--- config.mk ---
export PLATFORM = sky130hd
export DESIGN_NAME = spart_rx_ctrl
export DESIGN_NICKNAME = d
export VERILOG_FILES = /design/src/rtl/spart_rx_ctrl.sv
export SDC_FILE = /design/constraint.sdc
export NUM_CORES = 1
export LEC_CHECK = 0
export ABC_AREA = 1
export BUFFER_PORTS_ARGS = -buffer_cell sky130_fd_sc_hd__buf_2
export CAP_MARGIN = 25
export CORE_MARGIN = 10
export CORE_UTILIZATION = 30
export CTS_CLUSTER_SIZE = 10
export DETAILED_ROUTE_END_ITERATION = 10
export GPL_TIMING_DRIVEN = 0
export MAX_ROUTING_LAYER = met4
export SLEW_MARGIN = 20
export SYNTH_ARGS = -nofsm -noshare
export SYNTH_HDL_FRONTEND = slang
export SYNTH_SLANG_ARGS = --single-unit
--- constraint.sdc ---
create_clock -name clk -period 6.8 [get_ports clk]
set_clock_uncertainty 0.2 [all_clocks]
set_input_delay 0.68 -clock clk [delete_from_list [all_inputs] [get_ports clk]]
set_output_delay 0.68 -clock clk [all_outputs]
set_load 0.02 [all_outputs]
--- src/rtl/spart_rx_ctrl.sv ---
// -----------------------------------------------------------------------------
// spart_rx_ctrl
//
// Bus-side controller for the SPART receive path. It does three jobs:
//   * generates the 16x oversample Baud tick from a programmable 16-bit divisor,
//   * captures each byte the receiver flags as ready into a small FIFO,
//   * exposes receive data, status and the divisor through a 2-bit register map.
//
// Register map (ioaddr):
//   00 RXDATA (R) : head byte of the FIFO, popped on read; 0x00 when empty
//   01 STATUS (R) : {overrun, 2'b00, count[3:0] saturated, rda}; clears overrun
//   10 DBLO   (W) : divisor low-byte staging register
//   11 DBHI   (W) : commits divisor = {bus_din, dblo_stage} and restarts the Baud
//
// Ports:
//   clk, rst          system clock, asynchronous active-high reset
//   iocs, iorw        chip select, 1 = read / 0 = write
//   ioaddr, bus_din   register address and write data
//   bus_dout          combinational read data
//   rda               receive FIFO non-empty
//   rx_data, rx_rdy   byte and ready level from the receiver
//   baud              1-cycle Baud tick to the receiver
//   rx_rst            1-cycle receiver abort pulse, issued on every divisor commit
// -----------------------------------------------------------------------------
module spart_rx_ctrl #(
  parameter logic [15:0] DIV_DEFAULT = 16'd325,
  parameter int          FIFO_DEPTH  = 4          // power of 2, 2..16
) (
  input  logic       clk,
  input  logic       rst,
  input  logic       iocs,
  input  logic       iorw,
  input  logic [1:0] ioaddr,
  input  logic [7:0] bus_din,
  output logic [7:0] bus_dout,
  output logic       rda,
  input  logic [7:0] rx_data,
  input  logic       rx_rdy,
  output logic       baud,
  output logic       rx_rst
);

  localparam int AW = $clog2(FIFO_DEPTH);
  localparam int CW = $clog2(FIFO_DEPTH + 1);

  localparam logic [0:0] ST_RELOAD = 1'b0;
  localparam logic [0:0] ST_RUN    = 1'b1;

  // ---------------------------------------------------------------------------
  // State
  // ---------------------------------------------------------------------------
  logic [0:0]    state_q,      state_d;
  logic [15:0]   baud_cnt_q,   baud_cnt_d;
  logic [15:0]   divisor_q,    divisor_d;
  logic [7:0]    dblo_stage_q, dblo_stage_d;
  logic          rx_rdy_q,     rx_rdy_d;
  logic [AW-1:0] wr_ptr_q,     wr_ptr_d;
  logic [AW-1:0] rd_ptr_q,     rd_ptr_d;
  logic [CW-1:0] count_q,      count_d;
  logic          overrun_q,    overrun_d;
  logic [7:0]    mem_q [FIFO_DEPTH];

  // ---------------------------------------------------------------------------
  // Bus decode
  // ---------------------------------------------------------------------------
  logic rd_data_sel, rd_stat_sel, wr_dblo, wr_dbhi;

  assign rd_data_sel = iocs &  iorw & (ioaddr == 2'b00);
  assign rd_stat_sel = iocs &  iorw & (ioaddr == 2'b01);
  assign wr_dblo     = iocs & ~iorw & (ioaddr == 2'b10);
  assign wr_dbhi     = iocs & ~iorw & (ioaddr == 2'b11);

  // ---------------------------------------------------------------------------
  // FIFO control
  // ---------------------------------------------------------------------------
  logic fifo_empty, fifo_full, push_req, push, pop;

  assign fifo_empty = (count_q == '0);
  assign fifo_full  = (count_q == CW'(FIFO_DEPTH));

  // Capture only on the rising edge of the ready level, and never while the
  // receiver is being held in abort (RELOAD).
  assign push_req = rx_rdy & ~rx_rdy_q & (state_q == ST_RUN);
  assign pop      = rd_data_sel & ~fifo_empty;
  // A pop in the same cycle frees the slot, so a full FIFO still accepts.
  assign push     = push_req & (~fifo_full | pop);

  // ---------------------------------------------------------------------------
  // Baud generator outputs; both come straight from state so reset forces them
  // to their idle values without waiting for a clock.
  // ---------------------------------------------------------------------------
  logic [15:0] div_m1;

  assign div_m1 = (divisor_q == 16'd0) ? 16'd0 : divisor_q - 16'd1;
  assign rx_rst = (state_q == ST_RELOAD);
  assign baud   = (state_q == ST_RUN) && (baud_cnt_q == 16'd0);
  assign rda    = ~fifo_empty;

  // ---------------------------------------------------------------------------
  // Read mux
  // ---------------------------------------------------------------------------
  logic [4:0] count_ext;
  logic [3:0] count_sat;

  assign count_ext = 5'(count_q);
  // The STATUS count field is 4 bits wide; a 16-deep full FIFO reports 15.
  assign count_sat = (count_ext > 5'd15) ? 4'hF : count_ext[3:0];

  always_comb begin
    bus_dout = 8'h00;
    if (rd_data_sel && !fifo_empty) bus_dout = mem_q[rd_ptr_q];
    else if (rd_stat_sel)           bus_dout = {overrun_q, 2'b00, count_sat, rda};
  end

  // ---------------------------------------------------------------------------
  // Next-state logic
  // ---------------------------------------------------------------------------
  // NOTE: every variable gets a default at the top of the block so no path
  // leaves it unassigned; otherwise synthesis infers a latch.
  always_comb begin
    state_d      = state_q;
    baud_cnt_d   = baud_cnt_q;
    divisor_d    = divisor_q;
    dblo_stage_d = dblo_stage_q;
    rx_rdy_d     = rx_rdy;
    wr_ptr_d     = wr_ptr_q;
    rd_ptr_d     = rd_ptr_q;
    count_d      = count_q;
    overrun_d    = overrun_q;

    // Divisor registers: low byte is only staged, high byte commits both.
    if (wr_dblo) dblo_stage_d = bus_din;
    if (wr_dbhi) divisor_d    = {bus_din, dblo_stage_q};

    case (state_q)
      ST_RELOAD: begin
        baud_cnt_d = div_m1;
        // A commit arriving while already reloading extends the abort a cycle.
        state_d    = wr_dbhi ? ST_RELOAD : ST_RUN;
      end
      ST_RUN: begin
        baud_cnt_d = (baud_cnt_q == 16'd0) ? div_m1 : baud_cnt_q - 16'd1;
        if (wr_dbhi) state_d = ST_RELOAD;
      end
      default: state_d = ST_RELOAD;
    endcase

    if (push) wr_ptr_d = wr_ptr_q + AW'(1);
    if (pop)  rd_ptr_d = rd_ptr_q + AW'(1);
    case ({push, pop})
      2'b10:   count_d = count_q + CW'(1);
      2'b01:   count_d = count_q - CW'(1);
      default: count_d = count_q;
    endcase

    // A new overrun in the same cycle as a STATUS read wins over the clear.
    if (rd_stat_sel)   overrun_d = 1'b0;
    if (push_req && !push) overrun_d = 1'b1;
  end

  // ---------------------------------------------------------------------------
  // Registers
  // ---------------------------------------------------------------------------
  always_ff @(posedge clk or posedge rst) begin
    if (rst) begin
      state_q      <= ST_RELOAD;
      baud_cnt_q   <= '0;
      divisor_q    <= DIV_DEFAULT;
      dblo_stage_q <= DIV_DEFAULT[7:0];
      rx_rdy_q     <= 1'b1;
      wr_ptr_q     <= '0;
      rd_ptr_q     <= '0;
      count_q      <= '0;
      overrun_q    <= 1'b0;
    end else begin
      state_q      <= state_d;
      baud_cnt_q   <= baud_cnt_d;
      divisor_q    <= divisor_d;
      dblo_stage_q <= dblo_stage_d;
      rx_rdy_q     <= rx_rdy_d;
      wr_ptr_q     <= wr_ptr_d;
      rd_ptr_q     <= rd_ptr_d;
      count_q      <= count_d;
      overrun_q    <= overrun_d;
    end
  end

  // NOTE: the storage array is deliberately not reset; the pointers and count
  // define which entries are valid, and leaving it unreset lets it map to RAM.
  always_ff @(posedge clk) begin
    if (push) mem_q[wr_ptr_q] <= rx_data;
  end

endmodule

# == After elaboration in Yosys (flattened, before gate mapping) ==
# Memory sizes are Yosys's and may differ from the RTL's.
# Cells that the tools add are included.
# op_classes
n_lt_le_gt_ge,1
bitwise_logic,16
n_eq_ne,6
reduce_logical,11
mux,12
addsub,6
# op_table
cell,n
16-bit logical NOT,2
16-bit two-way mux,2
16-bit case mux with 2 select lines,1
16-bit by 1-bit subtractor with 16-bit output (second input constant),2
8-bit two-way mux,2
1-bit bitwise AND,10
2-bit == test (second input constant),3
3-bit case mux with 2 select lines,1
1-bit two-way mux,5
1-bit NOT,5
2-bit by 1-bit adder with 2-bit output (second input constant),2
2-bit by 1-bit == test with 1-bit output (second input constant),2
3-bit by 4-bit > comparator with 1-bit output (second input constant),1
4-bit two-way mux,1
2-bit nonzero test,2
3-bit by 1-bit adder with 3-bit output (second input constant),1
3-bit == test (second input constant),1
1-bit logical AND,3
3-bit logical NOT,1
3-bit by 1-bit subtractor with 3-bit output (second input constant),1
1-bit logical NOT,2
2-bit logical NOT,1
1-bit bitwise OR,1
# word_totals
mem_count,1
wordCells,62
ramBits,32
input_bits,23
regBits,50
output_inout_bits,11
# mem_list
name,depth,width,read_ports,rd_clocked_by_memory_dff,wr,line,text
mem_q,4,8,1,0,1,61,logic [7:0] mem_q [FIFO_DEPTH];

# == Logic depth before layout (Yosys ltp) ==
# Gate-level depths: netlist of run 1.
# depth
ltp_word,8
ltp_mapped,11
mapped_depth_nobuf,11

# == Worst setup path after synthesis of run 1 ==
# Ideal clock, no wire load.
# synth_path
path_kind,reg-to-reg
start,reg count_q[1]
end,reg count_q[2]
required_time_ps,6469
setup_time_ps,131
arrival_time_ps,2056
n_path_buf,0
setup_slack_ps,4413
stages_incl_launch_ff,12
period_less_slack_ps,2387
cell_sequence,dfrtp_1 -> inv_1 -> nand3_1 -> nand3_2 -> nand2_1 -> nand2_2 -> ha_1 -> inv_1 -> fa_1 -> a21oi_1 -> o21ai_0 -> xor2_1
# synth_between
elab_chain_len,7
word_cells_on_any_way,13
classes_between,add/sub: 2; eq/ne: 3; mux: 1; bitwise: 5; reduce/logical: 2
# synth_rtl
element,line,text
from (decl),59,"logic [CW-1:0] count_q, count_d;"
from (signal assigned),183,count_q <= count_d;
3-bit logical NOT *,78,assign fifo_empty = (count_q == '0);
1-bit NOT *,n/a,
net rda,36,"output logic rda,"
1-bit bitwise AND *,84,assign pop = rd_data_sel & ~fifo_empty;
1-bit bitwise OR,86,assign push = push_req & (~fifo_full | pop);
1-bit bitwise AND,86,
2-bit by 1-bit == test with 1-bit output / 2-bit == test (equally long branches),150,"case ({push, pop})"
3-bit case mux with 2 select lines / 2-bit nonzero test (equally long branches),n/a,
# Mark *: on every way through the listed nets, which the timed path passes. The rest lies on a longest branch.
# A chain may end at the register's enable or synchronous reset.

# == Worst setup path in the final report of run 1 ==
# layout_path
start,reg rd_ptr_q[0]
end,out bus_dout[2]
# layout_between
elab_chain_len,2
# layout_rtl
element,line,text
from (decl),58,"logic [AW-1:0] rd_ptr_q, rd_ptr_d;"
from (signal assigned),182,rd_ptr_q <= rd_ptr_d;
memory read 4 x 8 bit,n/a,
8-bit two-way mux,111,if (rd_data_sel && !fifo_empty) bus_dout = mem_q[rd_ptr_q];
to (decl),35,"output logic [7:0] bus_dout,"
# Every way passes these cells.

==> results of run 1 <==
-- metrics by stage --
step	power (uW)	area, sq um
final	1760	4850
after global routing	1890	4850
after CTS	1770	4850
after detailed placement	1290	4560
after global placement	1270	4540
after floorplan	1140	4160
-- placed cells by master (no fill, tap or decap), types with 2 or more instances in the layout --
cell type,n
a21oi_1,10
buf_2,37
buf_6,3
clkbuf_1,4
clkbuf_16,9
clkinv_1,2
dfrtp_1,42
dfstp_2,8
edfxtp_1,32
ha_1,8
inv_1,52
inv_2,3
mux2_2,3
nand2_1,96
nand2_2,4
nand3_1,38
nand3_2,6
nand3b_1,3
nand4_1,6
nor2_1,71
nor2_2,4
nor2_4,4
o21ai_0,44
o22ai_1,4
xnor2_1,4
xor2_1,11
-- power by group through the flow --
stage / sequential, uW / clock (uW) / combinational, uW
2_1_floorplan: 713 / 0 / 428
3_3_place_gp: 731 / 0 / 536
3_5_place_dp: 737 / 0 / 554
4_1_cts: 728 / 487 / 559
5_1_grt: 745 / 509 / 636
6_report: 728 / 475 / 554
-- registers in the layout (all words and copies together), names as in the netlist --
name	cells
mem_q	32
overrun_q	1
state_q	1
rx_rdy_q	1
count_q	3
wr_ptr_q	2
baud_cnt_q	16
rd_ptr_q	2
divisor_q	16
dblo_stage_q	8
-- area by class of cell --
class	instances	area (sq um)	share of cell area, %
multi-input combinational	322	1650	34.0
inverter	56	213	4.38
timing repair buffer	34	185	3.82
sequential	82	2220	45.8
tap	176	220	4.54
buffer	11	68.8	1.42
clock inverter	7	67.6	1.39
clock buffer	9	225	4.64
-- logic make-up after synthesis --
logic type / count (synthesis)
DFF: 82
AOI/OAI and AO/OA: 60
adders and majority gates: 9
muxes: 3
xor gates and xnor gates: 15
buffers and inverters: 67
and+or+nand+nor: 235
-- worst max-delay path, stage by stage (launching register included) --
cell	delay, ps
dfrtp_1	360
buf_2	180
inv_1	220
buf_2	270
nor2_1	70
o22ai_1	210
nand2_1	60
o21ai_0	100
buf_2	210
-- per-layer routing --
layer | track usage, % | wire length, microns | vias up
met5 | - | 0 | -
met3 | 2.18 | 255 | 9
li1 | - | - | 1623
met2 | 16.4 | 4460 | 64
met1 | 13.1 | 4370 | 1488
met4 | 4.63 | 120 | 0
-- worst max-delay path by stage --
stage / startpoint / to / slack (ps) / cells past startpoint
2_1_floorplan: count_q[1]$_DFFE_PP0P_ / count_q[2]$_DFFE_PP0P_ / 4410 / 11
3_3_place_gp: ioaddr[1] / count_q[2]$_DFFE_PP0P_ / 4060 / 10
3_5_place_dp: ioaddr[1] / count_q[2]$_DFFE_PP0P_ / 3950 / 10
4_1_cts: rd_ptr_q[0]$_DFFE_PP0N_ / bus_dout[2] / 3900 / 8
5_1_grt: rd_ptr_q[0]$_DFFE_PP0N_ / bus_dout[2] / 3760 / 8
6_report: rd_ptr_q[0]$_DFFE_PP0N_ / bus_dout[2] / 3920 / 8
==> reports/qor.csv, run 1 <==
stage,metric,value,unit
outcome,status,"complete, no violations",
layout,finalCoreUtilization,36.2,%
timing,hold_viol,0,
global_routing,grt_usage,10.6,%
cts,hold_buffers,0,
floorplanning,placementRows,42,
floorplanning,die_w,138,microns
setup_path,reg2reg_depth,11,
timing,worst_hold_slack,124,ps
timing,drv_slew,0,
yosys,synthXorXnorAreaFrac,3.16,%
yosys,synth_fa_ha_area_share,2.89,%
detailed_routing,detail-route-antenna-nets,0,
timing,setup_ws,3920,ps
layout,nFillCells,1390,
global_routing,grt-ovfl-total,0,
detailed_routing,wl_per_cell,13.2,microns
setup_path,crit_fanout,10,
detailed_routing,dr.pass1.iters,4,
floorplanning,ios,34,
floorplanning,dieArea,19000,sq um
setup_path,critPathLaunchType,register,
cts,cts.root.buffer_cell,clkbuf_16,
timing,setup_viol,0,
yosys,ys.flop_type,dfrtp_1,
yosys,postSynthCellCount,471,
yosys,synth-simple-area-share,25.4,%
cts,worstSkewPairLatency,330,ps
yosys,synth-compound-area-share,7.50,%
hold_path,worst_hold_path_type,input port to asynchronous set/reset pin,
floorplanning,core-area,13400,sq um
placement,gp_congestion,0.883,
yosys,synth_top_family_by_area,simple AND/OR/NAND/NOR gates,
cts,cts.sinks,82,
cts,post_cts_buffers,0,
cts,numCtsBuffers,9,
yosys,netlist-cell-type-count,31,
placement,dp_hpwl,6930,microns
yosys,yosysTopAreaCellShare,25.3,%
layout,n_antenna_cell,0,
detailed_routing,wl,9200,microns
global_routing,antenna_found_initial,0,
timing,relSlewSlack,40.3,%
yosys,synth_most_common_cell,nand2_1,
power,p_leak,0.00221,uW
timing,fin_tns_setup,0,ps
setup_path,timing.rr.end,count_q[2]$_DFFE_PP0P_,
yosys,synth-warning-count,0,
layout,synthToLayoutAreaGrowth,16.8,%
yosys,synth_fp_nets,503,
yosys,synth_top_cells_by_area,"dfrtp_1 (25%), edfxtp_1 (23%), nand2_1 (8.7%)",
timing,worst_slew_pin_slew,893,ps
global_routing,grt_start_max_net_pins,37,
cts,clkTransAtPathRegs,60,ps
setup_path,path_class,register to primary output,
setup_path,r2r_slack,4160,ps
layout,drive_above_1_share,17.3,%
detailed_routing,dr.first_iter.drc_count,144,
setup_path,cp_data_arrival_time,2000,ps
placement,dpl_worst_slack,3950,ps
layout,fin_cells,697,
detailed_routing,vias,3184,
floorplanning,start_util,31.0,%
power,netSwitchingPower,633,uW
timing,fmax,348,MHz
yosys,synth-seq-area-share,53.5,%
timing,fin_crit,2880,ps
power,intPower,1130,uW
yosys,async_reset_ff_share,61.0,%
cts,clockBufferDepth,2,
power,p_clk_share,27.0,%
yosys,syn_area_per_cell,8.82,sq um
cts,cts_resized,0,
power,p_seq_share,41.4,%
job,cap_viol_max_count,0,
placement,post-place-cells,681,
yosys,synthMuxAreaShare,0.813,%
timing,period_share,42.3,%
global_routing,grt_pass1_vias,3169,
power,netSwitchingFraction,36.0,%
power,powerDensity,362,nW/um^2
global_routing,grt_pass1_wl,15400,microns
cts,cts_max_level,3,
yosys,ys_ff_latch,82,
yosys,netlist_area,4160,sq um
yosys,synth_common_cells,"nand2_1 (96), nor2_1 (71), inv_1 (53)",
detailed_routing,drc_errors,0,
layout,finish.net_count,548,
cts,cts_tree,done,
power,pwr-share-comb,31.5,%
power,vdd_drop_max,165,uV
placement,io_buffers,33,
setup_path,crit_required,5920,ps
timing,rsz0062_at_grt,no,
floorplanning,die_y,138,microns
yosys,synth_edf_count,32,
setup_path,regToRegStartpoint,count_q[1]$_DFFE_PP0P_,
setup_path,end_kind,primary output,
detailed_routing,routed_via_density,4.57,
yosys,synth_area_leader_cell,dfrtp_1,
No activity file was read; power rests on OpenSTA's default activity.
==> run 2, diff against run 1 <==
Settings changed: ABC_AREA 1 to 0.
Clock period 6.8 ns to 2.6 ns, I/O delays scaled along.
==> run 2 against run 1 <==
Area after synthesis down 6.0%. Clock power up 150%. Design area decreased by 1.7%. Core utilization grew 1.4 points. Flip-flop and latch count is the same. Sequential share of layout area is 0.78 points higher. Worst setup slack got worse by 3700 ps. Global-route usage decreased by 1.4 points. Sequential power rose to 2.8 times the previous value. Register-to-register slack worse by 4000 ps. Hold slack better by 8.5 ps. Critical path type is now register to register. Critical endpoint is now count_q[2]$_DFFE_PP0P_.
==> reports/qor.csv, run 2 <==
stage,metric,value,unit,change
outcome,status,"complete, no violations",,unchanged
hold_path,worst_hold_path_type,input port to register,,was input port to asynchronous set/reset pin
layout,finish.net_count,380,,was 548
cts,cts.root.buffer_cell,clkbuf_16,,unchanged
power,vdd_drop_max,423,uV,was 165 uV
timing,rsz0062_at_grt,no,,unchanged
yosys,async_reset_ff_share,61.0,%,unchanged
setup_path,path_buf_inv,1,,was 4
detailed_routing,wl,7760,microns,was 9200 microns
yosys,syn_area_per_cell,13.7,sq um,was 8.82 sq um
cts,post_cts_buffers,0,,unchanged
yosys,synth_edf_count,32,,unchanged
global_routing,grt_pass1_wl,12800,microns,was 15400 microns
global_routing,grt_pass1_vias,2507,,was 3169
yosys,netlist-cell-type-count,48,,was 31
yosys,ys.flop_type,dfrtp_1,,unchanged
hold_path,min_to,rd_ptr_q[0]$_DFFE_PP0N_,,
timing,drv_slew,0,,unchanged
setup_path,cpMostUsedCell,xor2_1,,was buf_2
layout,fin_area,4770,sq um,was 4850 sq um
yosys,synth_top_cells_by_area,"dfrtp_1 (27%), edfxtp_1 (25%), mux2_2 (6.9%)",,"was dfrtp_1 (25%), edfxtp_1 (23%), nand2_1 (8.7%)"
global_routing,grt_start_max_net_pins,28,,was 37
yosys,synth_most_common_cell,dfrtp_1,,was nand2_1
yosys,netlist_area,3910,sq um,was 4160 sq um
power,powerDensity,927,nW/um^2,was 362 nW/um^2
layout,n_antenna_cell,0,,unchanged
detailed_routing,wl_per_cell,14.8,microns,was 13.2 microns
setup_path,crit_fanout,10,,unchanged
yosys,synth-seq-area-share,56.9,%,was 53.5%
cts,clockBufferDepth,2,,unchanged
detailed_routing,routed_via_density,4.48,,was 4.57
yosys,synth_common_cells,"dfrtp_1 (42), edfxtp_1 (32), mux2_2 (24)",,"was nand2_1 (96), nor2_1 (71), inv_1 (53)"
setup_path,timing.rr.end,count_q[2]$_DFFE_PP0P_,,unchanged
yosys,yosysTopAreaCellShare,26.9,%,was 25.3%
yosys,synth-warning-count,0,,unchanged
timing,relSlewSlack,46.9,%,was 40.3%
cts,cts.sinks,82,,unchanged
detailed_routing,dr.first_iter.drc_count,91,,was 144
hold_path,hp-start,ioaddr[0],,
setup_path,crit_required,2660,ps,was 5920 ps
layout,drive_above_1_share,32.0,%,was 17.3%
setup_path,reg2reg_depth,8,,was 11
layout,final_common_cell,dfrtp_1,,was nand2_1
layout,mostFrequentLayoutCells,"dfrtp_1 (42), buf_2 (36), edfxtp_1 (32)",,"was nand2_1 (96), nor2_1 (71), inv_1 (52)"
detailed_routing,vias,2354,,was 3184
layout,top_regs,"mem_q x32, baud_cnt_q x16, divisor_q x16",,unchanged
setup_path,worst-path-stages,8,,unchanged
setup_path,cp_data_arrival_time,2470,ps,was 2000 ps
detailed_routing,dr.pass1.iters,4,,unchanged
layout,synthToLayoutAreaGrowth,22.2,%,was 16.8%
floorplanning,die_w,134,microns,was 138 microns
cts,cts_max_level,3,,unchanged
detailed_routing,drc_errors,0,,unchanged
setup_path,r2r_slack,200,ps,was 4160 ps
yosys,postSynthCellCount,285,,was 471
yosys,ys_ff_latch,82,,unchanged
yosys,synth_fp_nets,317,,was 503
timing,hold_viol,0,,unchanged
global_routing,antenna_found_initial,0,,unchanged
setup_path,cp_top_family,simple AND/OR/NAND/NOR gates,,was buffers and inverters
setup_path,crit_chain,nor3_1 -> nor3_4 -> ha_1 -> inv_1 -> fa_1 -> xor2_1 -> nor2_1 -> xor2_1,,was buf_2 -> inv_1 -> buf_2 -> nor2_1 -> o22ai_1 -> nand2_1 -> o21ai_0 -> buf_2
timing,fmax,416,MHz,
placement,place_area,4310,sq um,was 4560 sq um
global_routing,grt-ovfl-total,0,,unchanged
floorplanning,dieArea,18000,sq um,was 19000 sq um
placement,io_buffers,33,,unchanged
setup_path,end_kind,register,,was primary output
setup_path,critPathLaunchType,register,,unchanged
cts,numCtsBuffers,9,,unchanged
timing,period_share,92.5,%,
placement,dp_hpwl,5660,microns,was 6930 microns
layout,regMostFlops,mem_q,,unchanged
floorplanning,ios,34,,unchanged
setup_path,path_class,register to register,,was register to primary output
cts,worstSkewPairLatency,330,ps,about the same
layout,largest_reg_flops,32,,unchanged
timing,worst_slew_pin_slew,795,ps,was 893 ps
setup_path,critPathMaxStageDelay,450,ps,was 360 ps
timing,fin_crit,2400,ps,
floorplanning,placementRows,41,,was 42
global_routing,grt_usage,9.17,%,was 10.6%
setup_path,cp_slowest_cell,dfrtp_1,,unchanged
power,p_total,4420,uW,was 1760 uW
power,p_leak,0.00184,uW,was 0.00221 uW
yosys,synth_area_leader_cell,dfrtp_1,,unchanged
placement,gp_congestion,0.787,,was 0.883
hold_path,hold_depth,3,,
floorplanning,start_util,30.8,%,was 31.0%
floorplanning,core-area,12700,sq um,was 13400 sq um
detailed_routing,detail-route-antenna-nets,0,,unchanged
timing,setup_viol,0,,unchanged
job,cap_viol_max_count,0,,unchanged
floorplanning,die_y,134,microns,was 138 microns
setup_path,regToRegStartpoint,count_q[0]$_DFFE_PP0P_,,was count_q[1]$_DFFE_PP0P_
cts,cts_tree,done,,unchanged
cts,clkTransAtPathRegs,60,ps,about the same
## run 2: cell types whose count changed after synthesis, sizes merged, moves of 13 or more
cell / delta
mux2: +21
nand3: -37
o21ai: -41
nor2: -60
inv: -41
xnor2: +13
nand2: -89
## run 2: what timing repair did
| item | CTS | global route |
|---|---|---|
| resized for setup | 1 | 0 |
| hold endpoints to repair | 69 | 0 |
| setup endpoints to repair | 1 | 0 |
| hold buffers | 18 | 0 |
## run 2: per-stage QoR
stage          hold WS (ps)  util, %  setup slack [ps]  std cells  setup TNS, ps
3_3_place_gp            179     33.8              4.07        490              0
3_5_place_dp            166     34.0             -6.54        491          -6.54
2_1_floorplan          64.5        -               394        285              0
4_1_cts                 127     37.7               163        525              0
5_1_grt                 146     37.7              5.80        525              0
6_report                133     37.7               195        525              0
## run 2: worst max path at each step
stage | to | from | slack (ps)
final | count_q[2]$_DFFE_PP0P_ | count_q[0]$_DFFE_PP0P_ | 200
after global routing | baud | baud_cnt_q[0]$_DFF_PP0_ | 6
after CTS | count_q[2]$_DFFE_PP0P_ | count_q[0]$_DFFE_PP0P_ | 160
after detailed placement | count_q[2]$_DFFE_PP0P_ | ioaddr[1] | -7
after global placement | count_q[2]$_DFFE_PP0P_ | count_q[0]$_DFFE_PP0P_ | 4
after floorplan | count_q[2]$_DFFE_PP0P_ | count_q[2]$_DFFE_PP0P_ | 390
## run 2: kinds of logic (layout without fill, tap and decap cells)
kind of cell,Yosys count,in the layout,synth area share (%)
buffers and inverters,22,90,3.01
muxes,37,37,12.8
xor gates and xnor gates,28,28,6.28
DFF,82,82,56.9
AOI/OAI and AO/OA,30,30,6.79
adders and majority gates,9,9,3.08
and+or+nand+nor,77,77,11.1
## run 2: layer usage
layer / global-route usage (%) / part of all wire [%]
met5: - / 0
met4: 2.96 / 1.3
met3: 2.43 / 3.1
met2: 14.8 / 49
met1: 11.0 / 47
## run 2: final cells by class
type / instances / area, sq um
clock inverter: 7 / 53.8
inverter: 15 / 56.3
timing repair buffer: 52 / 365
sequential: 82 / 2220
tap: 172 / 215
multi-input combinational: 181 / 1570
buffer: 7 / 61.3
fill: 1200 / 7900
clock buffer: 9 / 225
## run 2: power by group
group          leakage (uW)  total, uW  internal [uW]  switching, uW
clock              0.000125       1180            652            528
sequential         0.000880       2020           1710            312
combinational      0.000834       1230            637            588
## run 2: tightest hold or removal path, delay by kind of cell
kind                      cells  cell delay, ps
buffers and inverters         1             140
xor gates and xnor gates      1             130
and+or+nand+nor               1              90
==> run 3, diff against run 2 <==
Settings changed: CELL_PAD_IN_SITES_DETAIL_PLACEMENT set to 2, CELL_PAD_IN_SITES_GLOBAL_PLACEMENT set to 2, PLACE_DENSITY_LB_ADDON set to 0.1.
==> run 3 against run 2 <==
Global-route usage up 2.5 points. Core utilization up 0.32 points. Fmax down 1.2%. Hold slack better by 73 ps. Critical path depth down 4. Flip-flop and latch count unchanged.
==> reports/qor.csv, run 3 (synthesis gave the netlist of run 2 again) <==
stage,metric,value,unit,change
global_routing,use_met2,17.6,%,was 14.8%
timing,worst_hold_slack,206,ps,was 133 ps
power,p_total,4680,uW,was 4420 uW
global_routing,met3_usage,2.46,%,was 2.43%
floorplanning,placementRows,41,,unchanged
detailed_routing,drc_errors,0,,unchanged
global_routing,grt_start_max_net_pins,51,,was 28
power,vdd_drop_max,323,uV,was 423 uV
cts,cts.root.buffer_cell,clkbuf_16,,unchanged
layout,fin_cells,526,,was 525
global_routing,antenna_found_initial,0,,unchanged
detailed_routing,wl_per_cell,18.4,microns,was 14.8 microns
placement,io_buffers,33,,unchanged
layout,nFillCells,1300,,was 1200
timing,worst_slew_pin_slew,904,ps,was 795 ps
placement,gp_congestion,0.697,,was 0.787
cts,cts.sinks,82,,unchanged
timing,relSlewSlack,39.6,%,was 46.9%
floorplanning,start_util,30.8,%,unchanged
global_routing,grt_pass1_vias,2844,,was 2507
placement,dp_hpwl,6960,microns,was 5660 microns
detailed_routing,dr.first_iter.drc_count,91,,unchanged
cts,cts_max_level,3,,unchanged
job,cap_viol_max_count,0,,unchanged
hold_path,worst_hold_path_type,input port to register,,unchanged
layout,regArea,2220,sq um,unchanged
timing,setup_viol,0,,unchanged
setup_path,crit_fanout,9,,was 10
setup_path,critPathLaunchType,register,,unchanged
timing,rsz0062_at_grt,no,,unchanged
timing,period_share,93.6,%,was 92.5%
power,p_leak,0.00187,uW,was 0.00184 uW
setup_path,end_kind,primary output,,was register
power,powerDensity,973,nW/um^2,was 927 nW/um^2
placement,post-place-cells,490,,was 491
detailed_routing,vias,2444,,was 2354
floorplanning,ios,34,,unchanged
floorplanning,die_y,134,microns,unchanged
floorplanning,die_w,134,microns,unchanged
timing,drv_slew,0,,unchanged
detailed_routing,routed_via_density,4.65,,was 4.48
global_routing,grt_pass1_wl,16200,microns,was 12800 microns
timing,fin_crit,2430,ps,was 2400 ps
setup_path,cp_data_arrival_time,1970,ps,was 2470 ps
layout,regMostFlops,mem_q,,unchanged
layout,largest_reg_flops,32,,unchanged
cts,clkTransAtPathRegs,70,ps,was 60 ps
global_routing,use_met1,15.4,%,was 11.0%
cts,cts_tree,done,,unchanged
layout,multi_input_area,1590,sq um,was 1570 sq um
global_routing,top_usage_layer,met2,,unchanged
layout,finish.net_count,381,,was 380
cts,worstSkewPairLatency,340,ps,was 330 ps
setup_path,path_class,register to primary output,,was register to register
cts,numCtsBuffers,9,,unchanged
timing,hold_viol,0,,unchanged
detailed_routing,detail-route-antenna-nets,0,,unchanged
floorplanning,dieArea,18000,sq um,unchanged
placement,dpl_worst_slack,-224,ps,was -6.54 ps
floorplanning,core-area,12700,sq um,unchanged
detailed_routing,dr.pass1.iters,4,,unchanged
cts,clockBufferDepth,2,,unchanged
timing,setup_ws,166,ps,was 195 ps
layout,drive_above_1_share,32.8,%,was 32.0%
global_routing,grt_usage,11.7,%,was 9.17%
global_routing,grt-ovfl-total,0,,unchanged
setup_path,r2r_slack,230,ps,was 200 ps
setup_path,crit_required,2140,ps,was 2660 ps
layout,final_common_cell,dfrtp_1,,unchanged
layout,n_antenna_cell,0,,unchanged
timing,fmax,411,MHz,was 416 MHz
detailed_routing,wl,9700,microns,was 7760 microns
outcome,status,"complete, no violations",,unchanged
layout,mostFrequentLayoutCells,"dfrtp_1 (42), buf_2 (36), edfxtp_1 (32)",,unchanged
layout,synthToLayoutAreaGrowth,23.2,%,was 22.2%
layout,top_regs,"mem_q x32, baud_cnt_q x16, divisor_q x16",,unchanged
[run 3: worst max-delay path: stages, from the launching register on]
cell and delay, ps:
dfrtp_1 320, clkbuf_1 490, mux4_2 420, a22o_1 250, buf_2 160
[run 3: layer usage]
layer | wire length (microns) | vias up
li1 | - | 1174
met1 | 4780 | 1227
met2 | 4510 | 30
met3 | 272 | 13
met4 | 142 | 0
met5 | 0 | -
[run 3: area by class of cell]
cell class / count / area share, %
flip-flops and latches: 82 / 46.2
multi-input cells: 181 / 32.9
repair buffers: 53 / 7.49
clock buffers: 9 / 4.68
well taps: 172 / 4.47
clock inverters: 7 / 1.74
plain buffers: 7 / 1.27
inverters: 15 / 1.22
[run 3: through the flow]
step	area (sq um)	utilization, %	setup TNS [ps]
final	4810	38.0	0
after global routing	4810	38.0	0
after CTS	4800	37.9	0
after detailed placement	4290	33.9	-265
after global placement	4290	33.8	-276
after floorplan	3910	-	0
[run 3: worst paths after layout]
path	depth (start not counted)	endpoint	from
max	4	bus_dout[3]	rd_ptr_q[1]$_DFFE_PP0N_
min	3	dblo_stage_q[3]$_DFFE_PP0P_	iorw
max reg2reg	6	baud_cnt_q[12]$_DFF_PP0_	baud_cnt_q[0]$_DFF_PP0_
min reg2reg	1	dblo_stage_q[1]$_DFFE_PP0P_	dblo_stage_q[1]$_DFFE_PP0P_
max in group asynchronous	3	baud_cnt_q[4]$_DFF_PP0_	rst
min in group asynchronous	3	dblo_stage_q[3]$_DFFE_PP0P_	rst
[run 3: timing repair]
| item | 4_1_cts | 5_1_grt |
|---|---|---|
| gates resized for setup | 1 | 2 |
| pin swaps | 1 | 0 |
| endpoints found under the setup margin | 9 | 3 |
| hold buffers | 18 | 0 |
| hold endpoints to repair | 90 | 0 |
| setup buffers | 2 | 0 |
[run 3: power by group]
| group | switching [uW] | internal [uW] |
|---|---|---|
| clock | 585 | 764 |
| sequential | 348 | 1710 |
| combinational | 641 | 640 |
| total | 1570 | 3110 |
